--- src/rtl/gpu_draw_sched.sv ---
// Framebuffer access sequencer: runs CLEAR / XOR-sprite DRAW commands as row-wise
// read-modify-write on a single-port RAM and interleaves scanout row reads.
module gpu_draw_sched #(
   parameter int FB_ROWS = 32,
   parameter int FB_COLS = 64
) (
   input  logic                       clk,
   input  logic                       rst_n,
   // Handshake: a transfer happens on a rising edge where valid && ready;
   // valid holds its payload until then. Scan requests use req/grant instead.
   input  logic                       cmd_valid,
   output logic                       cmd_ready,
   input  logic                       cmd_op,
   input  logic [7:0]                 cmd_x,
   input  logic [7:0]                 cmd_y,
   input  logic [3:0]                 cmd_height,
   input  logic [119:0]               cmd_sprite,
   output logic                       done,
   output logic [7:0]                 vf_out,
   input  logic                       scan_req,
   input  logic [$clog2(FB_ROWS)-1:0] scan_row,
   output logic                       scan_grant,
   output logic                       scan_valid,
   output logic [FB_COLS-1:0]         scan_data,
   output logic [$clog2(FB_ROWS)-1:0] fb_addr,
   output logic                       fb_we,
   output logic [FB_COLS-1:0]         fb_wdata,
   input  logic [FB_COLS-1:0]         fb_rdata,
   output logic [2:0]                 o_dbg_state
);

   localparam int ROW_W = $clog2(FB_ROWS);
   localparam int COL_W = $clog2(FB_COLS);

   typedef enum logic [2:0] {
      S_IDLE = 3'd0,
      S_CLR  = 3'd1,
      S_RD   = 3'd2,
      S_WR   = 3'd3,
      S_SCAN = 3'd4,
      S_DONE = 3'd5
   } state_t;

   state_t               r_state;
   state_t               w_state_nxt;
   state_t               r_ret;
   logic                 r_prev_scan;
   logic                 r_scan_valid;
   logic [COL_W-1:0]     r_x0;
   logic [ROW_W-1:0]     r_y0;
   logic [3:0]           r_height;
   logic [119:0]         r_sprite;
   logic [ROW_W-1:0]     r_i;
   logic                 r_coll;
   logic [7:0]           r_vf;

   logic                 w_accept;
   logic [7:0]           w_byte;
   logic [FB_COLS-1:0]   w_mask;
   logic                 w_hit;
   logic [ROW_W-1:0]     w_row_addr;
   logic [ROW_W:0]       w_i_next;
   logic [ROW_W:0]       w_y_next;
   logic                 w_draw_last;
   logic                 w_clr_last;
   logic                 w_unused_hi;

   assign w_unused_hi = ^{cmd_x[7:COL_W], cmd_y[7:ROW_W]};

   // Sprite bytes are consumed from the top; the register shifts one byte per row.
   assign w_byte      = r_sprite[119:112];
   assign w_mask      = {w_byte, {(FB_COLS-8){1'b0}}} >> r_x0;
   assign w_hit       = |(fb_rdata & w_mask);
   assign w_row_addr  = r_y0 + r_i;
   assign w_i_next    = {1'b0, r_i} + 1'b1;
   assign w_y_next    = {1'b0, r_y0} + w_i_next;
   assign w_draw_last = (w_i_next == (ROW_W+1)'(r_height)) ||
                        (w_y_next >= (ROW_W+1)'(FB_ROWS));
   assign w_clr_last  = (r_i == ROW_W'(FB_ROWS-1));
   assign w_accept    = cmd_valid && cmd_ready;

   always_comb begin
      w_state_nxt = r_state;
      cmd_ready   = 1'b0;
      fb_addr     = '0;
      fb_we       = 1'b0;
      fb_wdata    = '0;
      scan_grant  = 1'b0;
      done        = 1'b0;
      case (r_state)
         S_IDLE: begin
            cmd_ready = !scan_req;
            if (scan_req) begin
               w_state_nxt = S_SCAN;
            end else if (cmd_valid) begin
               if (cmd_op)
                  w_state_nxt = S_CLR;
               else if (cmd_height == 4'd0)
                  w_state_nxt = S_DONE;
               else
                  w_state_nxt = S_RD;
            end
         end
         S_CLR: begin
            fb_addr = r_i;
            fb_we   = 1'b1;
            if (w_clr_last)
               w_state_nxt = S_DONE;
            else if (scan_req && !r_prev_scan)
               w_state_nxt = S_SCAN;
            else
               w_state_nxt = S_CLR;
         end
         S_RD: begin
            fb_addr     = w_row_addr;
            w_state_nxt = S_WR;
         end
         S_WR: begin
            fb_addr  = w_row_addr;
            fb_we    = 1'b1;
            fb_wdata = fb_rdata ^ w_mask;
            if (w_draw_last)
               w_state_nxt = S_DONE;
            else if (scan_req && !r_prev_scan)
               w_state_nxt = S_SCAN;
            else
               w_state_nxt = S_RD;
         end
         S_SCAN: begin
            fb_addr    = scan_row;
            scan_grant = 1'b1;
            // Outside a command, scans may run back-to-back.
            if ((r_ret == S_IDLE) && scan_req)
               w_state_nxt = S_SCAN;
            else
               w_state_nxt = r_ret;
         end
         S_DONE: begin
            done        = 1'b1;
            w_state_nxt = S_IDLE;
         end
         default: w_state_nxt = S_IDLE;
      endcase
   end

   always_ff @(posedge clk or negedge rst_n) begin
      if (!rst_n) begin
         r_state      <= S_IDLE;
         r_ret        <= S_IDLE;
         r_prev_scan  <= 1'b0;
         r_scan_valid <= 1'b0;
         r_x0         <= '0;
         r_y0         <= '0;
         r_height     <= '0;
         r_sprite     <= '0;
         r_i          <= '0;
         r_coll       <= 1'b0;
         r_vf         <= 8'h00;
      end else begin
         r_state      <= w_state_nxt;
         r_prev_scan  <= (r_state == S_SCAN);
         r_scan_valid <= (r_state == S_SCAN);
         if ((w_state_nxt == S_SCAN) && (r_state != S_SCAN))
            r_ret <= (r_state == S_WR) ? S_RD : r_state;
         case (r_state)
            S_IDLE: begin
               if (w_accept) begin
                  r_x0     <= cmd_x[COL_W-1:0];
                  r_y0     <= cmd_y[ROW_W-1:0];
                  r_height <= cmd_height;
                  r_sprite <= cmd_sprite;
                  r_i      <= '0;
                  r_coll   <= 1'b0;
                  if (!cmd_op && (cmd_height == 4'd0))
                     r_vf <= 8'h00;
               end
            end
            S_CLR: r_i <= r_i + 1'b1;
            S_WR: begin
               r_coll   <= r_coll | w_hit;
               r_i      <= w_i_next[ROW_W-1:0];
               r_sprite <= r_sprite << 8;
               if (w_draw_last)
                  r_vf <= {7'b0, r_coll | w_hit};
            end
            default: ;
         endcase
      end
   end

   assign vf_out      = r_vf;
   assign scan_valid  = r_scan_valid;
   assign scan_data   = r_scan_valid ? fb_rdata : '0;
   assign o_dbg_state = r_state;

endmodule
--- config.mk ---
export PLATFORM = sky130hd
export DESIGN_NAME = gpu_draw_sched
export DESIGN_NICKNAME = d
export VERILOG_FILES = /design/src/rtl/gpu_draw_sched.sv
export SDC_FILE = /design/constraint.sdc
export NUM_CORES = 1
export LEC_CHECK = 0
export CAP_MARGIN = 20
export CELL_PAD_IN_SITES_DETAIL_PLACEMENT = 1
export CELL_PAD_IN_SITES_GLOBAL_PLACEMENT = 2
export CORE_MARGIN = 2
export CORE_UTILIZATION = 27
export DETAILED_ROUTE_END_ITERATION = 16
export HOLD_SLACK_MARGIN = 0.02
export PLACE_DENSITY = 0.93
export SETUP_SLACK_MARGIN = 0.5
export SLEW_MARGIN = 20
export SYNTH_ARGS = -nofsm -noshare
export SYNTH_HDL_FRONTEND = slang
export SYNTH_SLANG_ARGS = --single-unit
--- constraint.sdc ---
create_clock -name clk -period 6.4 [get_ports clk]
set_input_delay 1.28 -clock clk [delete_from_list [all_inputs] [get_ports clk]]
set_output_delay 1.28 -clock clk [all_outputs]
set_load 0.02 [all_outputs]
==> metrics.txt, run 1 <==
slowest CP cell a2bb2oi_1; drt initial violations 436; first-pass GRT wire length 61.4 mm; maximum root-to-sink buffer count 2; Critical Path Start Type flip-flop; Worst Path Max Fanout 15; number of DRC violations after detailed routing 0; mean area per synthesized cell 7.86 sq um; Maximum Capacitance Violations 0; fraction of synthesis flops using an asynchronous set or reset pin 100%; Fin. Hold Viols 0; area fraction of the dominant cell type after synthesis 37.8%; worst hold path class flip-flop to flip-flop; number of antenna violations at the first check in global routing 8; die area 38100 sq um; final total negative setup slack 0 ps; Layout Area Growth over Synthesis 44.3%; result of the run finished clean; sum of routed wire length over all layers 40.2 mm; leading cell type in the layout, fill and taps excluded clkdlybuf4s50_1; worst skew pair latency 430 ps; Yosys reg bits 149; vias in the first global route 10500; fill count 4248; overall die height 195 microns; Reg clk slew, reported paths 70 ps; transition time at the pin with the least slew margin 906 ps; PD cells 392 nW/um^2; Setup Viol. Count Final 0; cell area after synthesis 9860 sq um; cell type with the highest aggregate area in the netlist dfrtp_1; core area 35700 sq um; number of pins with negative max-slew slack in the final report 0; category of the critical setup timing path flip-flop to primary output; worst-case headroom to the max-slew limit 39.6%; count of nets after finishing 1824; pin count of the biggest net entering global routing 88; width of the die 195 microns; Worst VDD drop 0.191 mV; skew final 7.86 ps; unrepaired setup endpoints after global routing no; register-to-register path setup slack 1760 ps; initial cell density of the core 27.6%; P_leak 0.00645 uW; drt via density 4.99; overall via count from detail_route 10000; overflow left after global routing 0; main area contributors after synthesis dfrtp_1 (38%), nand2_1 (12%), ha_1 (9.6%); most frequent cells in the layout clkdlybuf4s50_1 (349), nand2_1 (307), nor2_1 (180), dfrtp_1 (148), a31oi_1 (113); number of cells in the finished layout apart from fillers 2011; required arrival time at the worst endpoint 5120 ps; ratio of cells with drive above 1 in the final layout 3.56%; number of hold buffers added after cts 0; Root Buffer Master clkbuf_16; cell count after placement 1975; H-tree levels 4; number of top-level design ports 363; number of routed nets with antenna violations 0; routed len/inst 20.0 microns; number of buffers created by CTS 17; post-route minimum period 5280 ps; maximum single-stage delay on the critical path 760 ps; port buffer count 350; placed wire-length estimate 30.5 mm; prevailing post-synth register cell dfrtp_1; cell breakdown of the critical path mux4_2 > a21oi_1 > a2bb2oi_1 > nor2_1 > ha_1 > and3_1 > clkdlybuf4s50_1; final clock period utilization by the worst path 82.4%; clk sinks 149; library cells used by synthesis 53; cell count after synthesis 1255; EDFF count, synth 0; overall fraction of global-route tracks in use 20.7%; first-pass detailed-route iteration total 4; clock tree from TritonCTS built; final RePlAce weighted congestion 0.887; data arrival at the endpoint of the critical path 4000 ps; standard-cell rows 69; Resize count post-CTS 0; element type at the critical path end primary output; maximum clock frequency 0.190 GHz; number of warnings printed during yosys synthesis 0; sequential element share of the synthesized area 37.8%; Post-CTS Setup Inserts 0
## path summary, 6_finish.rpt
| check | cells after the start | from | endpoint |
|---|---|---|---|
| min in group asynchronous | 1 | rst_n | r_sprite[77]$_DFFE_PN0P_ |
| min | 2 | r_height[0]$_DFFE_PN0P_ | r_height[0]$_DFFE_PN0P_ |
| max reg2reg | 11 | r_x0[0]$_DFFE_PN0P_ | vf_out[0]$_DFFE_PN0P_ |
| max in group asynchronous | 2 | rst_n | o_dbg_state[1]$_DFF_PN0_ |
| max | 7 | r_x0[0]$_DFFE_PN0P_ | fb_wdata[22] |
| min reg2reg | 2 | r_height[0]$_DFFE_PN0P_ | r_height[0]$_DFFE_PN0P_ |
## logic make-up (layout without fill, tap and decap cells)
kind of cell,count (synthesis),after routing,share of synthesized area (%)
buf+inv,114,399,4.89
fa+ha+maj,77,77,9.85
mux,18,18,2.26
other cells,1,11,0.0380
simple gates,696,696,31.8
flops,149,149,37.8
compound gates,191,191,12.4
xor+xnor,9,9,0.952
## layer usage
metal,global-route usage (%),vias up,wire [microns]
met5,0,-,71
met4,7.24,10,1230
met3,5.58,61,2610
met2,36.2,305,19800
met1,24.4,4847,16500
li1,-,4814,-
## Yosys cell counts, types with 2 or more instances
| cell type | number |
|---|---|
| a2111oi_0 | 2 |
| a211oi_1 | 2 |
| a21o_1 | 4 |
| a21oi_1 | 21 |
| a22oi_1 | 10 |
| a2bb2oi_1 | 2 |
| a31oi_1 | 113 |
| a32oi_1 | 3 |
| and2_1 | 69 |
| and3_1 | 68 |
| buf_2 | 22 |
| buf_4 | 7 |
| clkbuf_1 | 75 |
| dfrtp_1 | 149 |
| ha_1 | 76 |
| inv_1 | 7 |
| inv_2 | 2 |
| mux2_1 | 3 |
| mux2i_1 | 11 |
| mux4_2 | 3 |
| nand2_1 | 309 |
| nand2b_1 | 7 |
| nand3_1 | 10 |
| nand3b_1 | 2 |
| nand4_1 | 3 |
| nor2_1 | 180 |
| nor2b_1 | 16 |
| nor3_1 | 2 |
| nor3b_1 | 2 |
| nor4_1 | 18 |
| o21a_1 | 3 |
| o21ai_1 | 10 |
| o22ai_1 | 13 |
| or2_1 | 5 |
| or3_1 | 2 |
| xnor2_1 | 5 |
| xor2_1 | 3 |
## per-stage QoR
stage / setup WS (ps) / area [sq um] / util, % / power (uW) / hold slack (ps)
final: 1120 / 14200 / 39.8 / 5570 / 512
after floorplan: 3020 / 9880 / - / 3430 / 465
after detailed placement: 1640 / 13600 / 38.1 / 4540 / 497
after global placement: 1690 / 13600 / 38.1 / 4450 / 488
after global routing: 967 / 14200 / 39.8 / 6000 / 547
after CTS: 1160 / 14200 / 39.8 / 5640 / 514
## cell type report
| class | instances | area [sq um] | area share [%] |
|---|---|---|---|
| sequential | 149 | 3730 | 26.2 |
| multi-input combinational | 998 | 5690 | 40.0 |
| timing repair buffer | 358 | 3580 | 25.1 |
| tap | 461 | 577 | 4.05 |
| clock buffer | 19 | 443 | 3.11 |
| clock inverter | 13 | 170 | 1.20 |
| inverter | 9 | 33.8 | 0.237 |
| antenna | 4 | 10.0 | 0.0703 |
## report_power, final
part,switching (uW),internal [uW]
Combinational,1550,1140
Sequential,423,1400
Clock,428,630
## flip-flops by register name (all words and copies together) (netlist names)
signal / flops
r_coll: 1
vf_out: 1
r_y0: 5
r_ret: 3
scan_valid: 1
r_height: 4
o_dbg_state: 3
r_sprite: 120
r_i: 5
r_x0: 6
## worst max-delay path: cells and delay by family, from the launching register on
family	cells	cell delay (ps)
compound gates	2	1070
fa+ha+maj	1	310
buf+inv	1	630
flops	1	700
mux	1	600
simple gates	2	260
(Power assumes the default switching activity.)
==> run 2: changes to the inputs <==
--- a/config.mk
+++ b/config.mk
@@ -9,10 +9,10 @@
 export CELL_PAD_IN_SITES_DETAIL_PLACEMENT = 1
 export CELL_PAD_IN_SITES_GLOBAL_PLACEMENT = 2
 export CORE_MARGIN = 2
-export CORE_UTILIZATION = 27
+export CORE_UTILIZATION = 25
 export DETAILED_ROUTE_END_ITERATION = 16
 export HOLD_SLACK_MARGIN = 0.02
-export PLACE_DENSITY = 0.93
+export PLACE_DENSITY = 0.88
 export SETUP_SLACK_MARGIN = 0.5
 export SLEW_MARGIN = 20
 export SYNTH_ARGS = -nofsm -noshare
==> constraint.sdc (replaced) <==
create_clock -name clk -period 4.9 [get_ports clk]
set_input_delay 0.98 -clock clk [delete_from_list [all_inputs] [get_ports clk]]
set_output_delay 0.98 -clock clk [all_outputs]
set_load 0.02 [all_outputs]
==> run 2 against run 1 <==
- flip-flop and latch count stayed put
- clock-buffer cell count unchanged
- sequential share of layout area decreased by 0.40 points
- global-route usage fell by 1.1 points
- via count is 1.2% higher
- critical path type unchanged
- clock skew up 6.9 ps
- worst setup slack got worse by 520 ps
- die area is 7.8% higher
- utilization shrank 2.6 points
- worst hold slack lost 7.5 ps
- highest routed layer unchanged
==> metrics.txt, run 2 (same netlist as run 1, synthesis figures left out) <==
H-tree levels 4 (unchanged); routed len/inst 19.7 microns (was 20.0 microns); vias in the first global route 10700 (was 10500); P_leak 0.00658 uW (was 0.00645 uW); post-route minimum period 4300 ps; cell breakdown of the critical path mux2i_1 > a21oi_1 > mux2i_1 > or2_1 > nor2_1 > ha_1 > and3_1 > clkdlybuf4s50_1 (was mux4_2 > a21oi_1 > a2bb2oi_1 > nor2_1 > ha_1 > and3_1 > clkdlybuf4s50_1); standard-cell rows 72 (was 69); power share of the clock group 18.4% (was 19.0%); width of the die 203 microns (was 195 microns); Worst Path Max Fanout 15 (unchanged); most frequent cells in the layout clkdlybuf4s50_1 (346), nand2_1 (307), nor2_1 (180), dfrtp_1 (146), a31oi_1 (113) (was clkdlybuf4s50_1 (349), nand2_1 (307), nor2_1 (180), dfrtp_1 (148), a31oi_1 (113)); number of routed nets with antenna violations 0 (unchanged); first-pass detailed-route iteration total 4 (unchanged); unrepaired setup endpoints after global routing yes (was no); share of total power consumed by net switching 43.7% (was 43.1%); category of the critical setup timing path flip-flop to primary output (unchanged); sum of routed wire length over all layers 41.0 mm (was 40.2 mm); register-to-register path setup slack 1110 ps (was 1760 ps); worst-case headroom to the max-slew limit 28.2% (was 39.6%); ratio of cells with drive above 1 in the final layout 5.00% (was 3.56%); Worst VDD drop 0.175 mV (was 0.191 mV); Critical Path Start Type flip-flop (unchanged); switching pwr 3250 uW (was 2410 uW); overall via count from detail_route 10200 (was 10000); Top Registers r_sprite (120), r_x0 (6) (unchanged); number of top-level design ports 363 (unchanged); most used cell, CP mux2i_1; clock tree from TritonCTS built (unchanged); family of cells with the greatest summed delay on the critical path simple AND/OR/NAND/NOR gates (was compound AO/OA/AOI/OAI gates); overall fraction of global-route tracks in use 19.6% (was 20.7%); overall die height 203 microns (was 195 microns); maximum root-to-sink buffer count 2 (unchanged); data arrival at the endpoint of the critical path 3320 ps (was 4000 ps); placed wire-length estimate 31.0 mm (was 30.5 mm); number of DRC violations after detailed routing 0 (unchanged); die area 41000 sq um (was 38100 sq um); drt via density 4.87 (was 4.99); number of pins with negative max-slew slack in the final report 0 (unchanged); pin count of the biggest net entering global routing 98 (was 88); leading cell type in the layout, fill and taps excluded clkdlybuf4s50_1 (unchanged); final total negative setup slack 0 ps (unchanged); fill count 4564 (was 4248); FF/Latch Area 3730 sq um (about the same); number of antenna violations at the first check in global routing 6 (was 8); footprint of the multi-input gates 5730 sq um (was 5690 sq um); clk sinks 149 (unchanged); Root Buffer Master clkbuf_16 (unchanged); number of flip-flops in the largest register 120 (unchanged); worst hold path class flip-flop to flip-flop (unchanged); port buffer count 350 (unchanged); sequential fraction of design power 32.2% (was 32.7%); part of the power in combinational logic 49.4% (was 48.3%); Fin. Hold Viols 0 (unchanged); result of the run finished clean (unchanged); number of buffers created by CTS 17 (unchanged); slowest CP cell dfrtp_4 (was a2bb2oi_1); overflow left after global routing 0 (unchanged); transition time at the pin with the least slew margin 1080 ps (was 906 ps); final clock period utilization by the worst path 87.8%; core area 38800 sq um (was 35700 sq um); Layout Area Growth over Synthesis 46.7% (was 44.3%); count of nets after finishing 1839 (was 1824); maximum single-stage delay on the critical path 570 ps (was 760 ps); first-pass GRT wire length 62.3 mm (was 61.4 mm); initial cell density of the core 25.4% (was 27.6%); final RePlAce weighted congestion 0.895 (was 0.887); skew final 14.7 ps (was 7.86 ps); PD cells 513 nW/um^2 (was 392 nW/um^2); number of hold buffers added after cts 0 (unchanged); Reg clk slew, reported paths 70 ps (about the same); worst skew pair latency 430 ps (about the same); Setup Viol. Count Final 0 (unchanged); Most flops, register r_sprite (unchanged); drt initial violations 443 (was 436); required arrival time at the worst endpoint 3920 ps (was 5120 ps); element type at the critical path end primary output (unchanged); maximum clock frequency 0.233 GHz; CP bufs+invs 1 (unchanged); Maximum Capacitance Violations 0 (unchanged); post-layout util 37.3% (was 39.8%); P_int 4170 uW (was 3170 uW)
run 2: per-stage QoR:
stage | worst slack, ps | hold WS [ps] | power (uW) | area [sq um] | instances
after floorplan | 1820 | 465 | 4480 | 9880 | 1261
after global placement | 657 | 488 | 5880 | 13800 | 2041
after detailed placement | 609 | 489 | 6000 | 13800 | 2041
after CTS | 509 | 507 | 7450 | 14400 | 2077
after global routing | 455 | 541 | 7980 | 14500 | 2079
final | 600 | 505 | 7420 | 14500 | 2084
run 2: worst paths after layout:
check,start,to,cells after the start
min in group asynchronous,rst_n,r_sprite[70]$_DFFE_PN0P_,1
worst max-delay path,r_x0[1]$_DFFE_PN0P_,fb_wdata[8],8
worst min-delay path,r_height[0]$_DFFE_PN0P_,r_height[0]$_DFFE_PN0P_,2
max in group asynchronous,rst_n,r_x0[1]$_DFFE_PN0P_,2
worst min register to register,r_height[0]$_DFFE_PN0P_,r_height[0]$_DFFE_PN0P_,2
worst max register to register,r_x0[1]$_DFFE_PN0P_,vf_out[0]$_DFFE_PN0P_,11
run 2: per-layer routing:
metal,part of all wire [%],up-vias,global-route usage (%)
met3,5.6,50,4.67
li1,-,4855,-
met2,49,302,34.4
met5,0.17,-,0
met1,43,4939,23.4
met4,2.7,10,6.88
run 2: area by class of cell:
class / instances / share of cell area (%)
Antenna cell: 5 / 0.0865
Clock buffer: 19 / 2.99
Clock inverter: 13 / 1.15
Inverter: 9 / 0.251
Tap cell: 518 / 4.48
Multi-Input combinational cell: 998 / 39.6
Sequential cell: 149 / 25.8
Timing Repair Buffer: 373 / 25.6
run 2: power groups by stage:
stage / Clock (uW) / Combinational (uW) / Sequential, uW
5_1_grt: 1450 / 4040 / 2490
4_1_cts: 1400 / 3650 / 2390
2_1_floorplan: 0 / 2340 / 2140
3_3_place_gp: 0 / 3490 / 2390
3_5_place_dp: 0 / 3590 / 2410
6_report: 1370 / 3670 / 2390
run 2: what timing repair did:
item                       CTS  global route
setup buffers                4             2
setup endpoints to repair   40            38
gates resized for setup      5            11
run 2: worst reg2reg max path: stages (launching register included):
cell	delay (ps)
dfrtp_4	530
mux2i_1	320
a21oi_1	230
a22oi_1	620
nor2_1	120
ha_1	210
nor4_1	290
nand4_1	250
nor4_1	520
a21oi_1	200
and3_1	230
a21o_1	150
==> run 3: changes to the inputs <==
==> constraint.sdc (replaced) <==
create_clock -name clk -period 4.7 [get_ports clk]
set_input_delay 0.94 -clock clk [delete_from_list [all_inputs] [get_ports clk]]
set_output_delay 0.94 -clock clk [all_outputs]
set_load 0.02 [all_outputs]
==> run 3 against run 2 <==
- worst setup slack got worse by 45 ps
- final area is 0.72% higher
- worst hold slack improved by 9.9 ps
- combinational power rose by 6.5%
- clock power is essentially flat
- utilization rose by 0.27 points
- die area is the same
- sequential power increased by 3%
- wire length fell by 0.56%
- clock skew fell by 4.7 ps
- power is 4.4% higher
- largest cell class unchanged
- largest power group unchanged
==> metrics.txt, run 3 (same netlist as run 1, synthesis figures left out) <==
width of the die 203 microns (unchanged); first-pass GRT wire length 62.7 mm (was 62.3 mm); number of DRC violations after detailed routing 0 (unchanged); leading cell type in the layout, fill and taps excluded clkdlybuf4s50_1 (unchanged); data arrival at the endpoint of the critical path 3210 ps (was 3320 ps); DP Worst Slack 544 ps (was 609 ps); number of pins with negative max-slew slack in the final report 0 (unchanged); endpoint of the worst hold path r_height[0]$_DFFE_PN0P_ (unchanged); maximum clock frequency 0.241 GHz; ratio of cells with drive above 1 in the final layout 6.18% (was 5.00%); H-tree levels 4 (unchanged); worst-case setup margin in the final layout 555 ps (was 600 ps); number of stages on the worst hold path 2 (unchanged); Setup Viol. Count Final 0 (unchanged); sum of routed wire length over all layers 40.8 mm (was 41.0 mm); Worst VDD drop 0.186 mV (was 0.175 mV); standard-cell rows 72 (unchanged); Worst Hold Slack 515 ps (was 505 ps); first-pass detailed-route iteration total 4 (unchanged); unrepaired setup endpoints after global routing yes (unchanged); final clock period utilization by the worst path 88.2%; required arrival time at the worst endpoint 3760 ps (was 3920 ps); transition time at the pin with the least slew margin 977 ps (was 1080 ps); die area 41000 sq um (unchanged); clk sinks 149 (unchanged); overall fraction of global-route tracks in use 19.7% (was 19.6%); count of nets after finishing 1848 (was 1839); port buffer count 350 (unchanged); slowest CP cell clkdlybuf4s50_1 (was dfrtp_4); overall die height 203 microns (unchanged); post-route minimum period 4150 ps; number of top-level design ports 363 (unchanged); worst skew pair latency 430 ps (about the same); number of hold buffers added after cts 0 (unchanged); final total negative setup slack 0 ps (unchanged); Maximum Capacitance Violations 0 (unchanged); category of the critical setup timing path flip-flop to primary output (unchanged); final RePlAce weighted congestion 0.869 (was 0.895); worst-case headroom to the max-slew limit 34.8% (was 28.2%); Layout Area Growth over Synthesis 47.8% (was 46.7%); worst hold path class flip-flop to flip-flop (unchanged); number of flip-flops in the largest register 120 (unchanged); Top Registers r_sprite (120), r_x0 (6) (unchanged); number of routed nets with antenna violations 0 (unchanged); element type at the critical path end primary output (unchanged); drt via density 4.90 (was 4.87); cell depth of the worst flop-to-flop path 13 (was 11); initial cell density of the core 25.4% (unchanged); pin count of the biggest net entering global routing 99 (was 98); Most flops, register r_sprite (unchanged); cell breakdown of the critical path mux4_2 > mux2i_2 > nor2_1 > a21oi_1 > buf_4 > nor2_1 > ha_1 > and3_1 > clkdlybuf4s50_1 (was mux2i_1 > a21oi_1 > mux2i_1 > or2_1 > nor2_1 > ha_1 > and3_1 > clkdlybuf4s50_1); Reg clk slew, reported paths 70 ps (about the same); CP bufs+invs 2 (was 1); skew final 10.1 ps (was 14.7 ps); core area 38800 sq um (unchanged); most used cell, CP nor2_1 (was mux2i_1); Critical Path Start Type flip-flop (unchanged); Critical R2R Launch r_x0[0]$_DFFE_PN0P_ (was r_x0[1]$_DFFE_PN0P_); Worst Path Max Fanout 7 (was 15); family of cells with the greatest summed delay on the critical path buffers and inverters (was simple AND/OR/NAND/NOR gates); maximum root-to-sink buffer count 2 (unchanged); PD cells 532 nW/um^2 (was 513 nW/um^2); vias in the first global route 10800 (was 10700); overall via count from detail_route 10200 (about the same); endpoint of the most critical register-to-register path vf_out[0]$_DFFE_PN0P_ (unchanged); result of the run finished clean (unchanged); drt initial violations 484 (was 443); Min-Delay Startpoint r_height[0]$_DFFE_PN0P_ (unchanged); register-to-register path setup slack 910 ps (was 1110 ps); most frequent cells in the layout clkdlybuf4s50_1 (332), nand2_1 (307), nor2_1 (177), dfrtp_1 (146), a31oi_1 (113) (was clkdlybuf4s50_1 (346), nand2_1 (307), nor2_1 (180), dfrtp_1 (146), a31oi_1 (113)); placed wire-length estimate 31.6 mm (was 31.0 mm); Fin. Hold Viols 0 (unchanged); clock tree from TritonCTS built (unchanged); routed len/inst 19.5 microns (was 19.7 microns); overflow left after global routing 0 (unchanged); maximum single-stage delay on the critical path 620 ps (was 570 ps); Root Buffer Master clkbuf_16 (unchanged); number of buffers created by CTS 17 (unchanged); number of antenna violations at the first check in global routing 7 (was 6); P_leak 0.00681 uW (was 0.00658 uW)
[run 3: changes by cell type in the layout (fill, tap and decap cells not counted), sizes merged]
cell	change
inv	-1
dlygate4sd2	+4
bufinv	-1
dlymetal6s2s	+10
clkinvlp	+2
clkdlybuf4s50	-14
buf	+9
[run 3: worst register-to-register path, delay by kind of cell (launching register included)]
family,cells,cell delay [ps]
muxes,2,780
adders and majority gates,1,200
and+or+nand+nor,6,1540
buffers and inverters,1,180
DFF,1,450
AOI/OAI and AO/OA,3,520
[run 3: worst max-delay path by stage]
| stage | start | to | slack [ps] | cells after the start |
|---|---|---|---|---|
| global placement | r_x0[0]$_DFFE_PN0P_ | fb_wdata[43] | 600 | 9 |
| global route | r_x0[1]$_DFFE_PN0P_ | fb_wdata[55] | 420 | 10 |
| floorplan | r_x0[0]$_DFFE_PN0P_ | fb_wdata[11] | 1660 | 9 |
| finish | r_x0[0]$_DFFE_PN0P_ | fb_wdata[55] | 550 | 9 |
| CTS | r_x0[0]$_DFFE_PN0P_ | fb_wdata[43] | 380 | 9 |
| detailed placement | r_x0[0]$_DFFE_PN0P_ | fb_wdata[43] | 540 | 9 |
[run 3: routing by layer]
layer	track usage, %	share of wire, %
met2	34.5	49
met4	6.39	2.9
met1	23.7	42
met5	0	0.13
met3	4.43	5.9
[run 3: timing repair]
action | CTS | global route
endpoints found under the setup margin | 58 | 65
gates resized for setup | 11 | 25
cloned | 0 | 0
buffers inserted | 6 | 0
[run 3: through the flow]
stage / cells / total power [uW] / instance area (sq um) / utilization [%]
after global placement: 2050 / 6170 / 13800 / 35.6
after global routing: 2089 / 8320 / 14600 / 37.5
after CTS: 2088 / 7770 / 14500 / 37.3
after detailed placement: 2050 / 6290 / 13800 / 35.6
after floorplan: 1261 / 4670 / 9880 / -
final: 2093 / 7750 / 14600 / 37.5
[run 3: where the power goes]
| group | total [uW] | internal [uW] | switching (uW) |
|---|---|---|---|
| Combinational | 3910 | 1700 | 2210 |
| Sequential | 2460 | 1910 | 556 |
| Clock | 1370 | 761 | 612 |
| Total | 7750 | 4370 | 3380 |
[run 3: area by class of cell]
cell class / count / area [sq um]
clock buffers: 19 / 443
clock inverters: 13 / 143
flip-flops and latches: 149 / 3730
inverters: 9 / 36.3
diodes: 5 / 12.5
well taps: 518 / 648
multi-input cells: 998 / 5750
repair buffers: 382 / 3810
fillers: 4589 / 24300
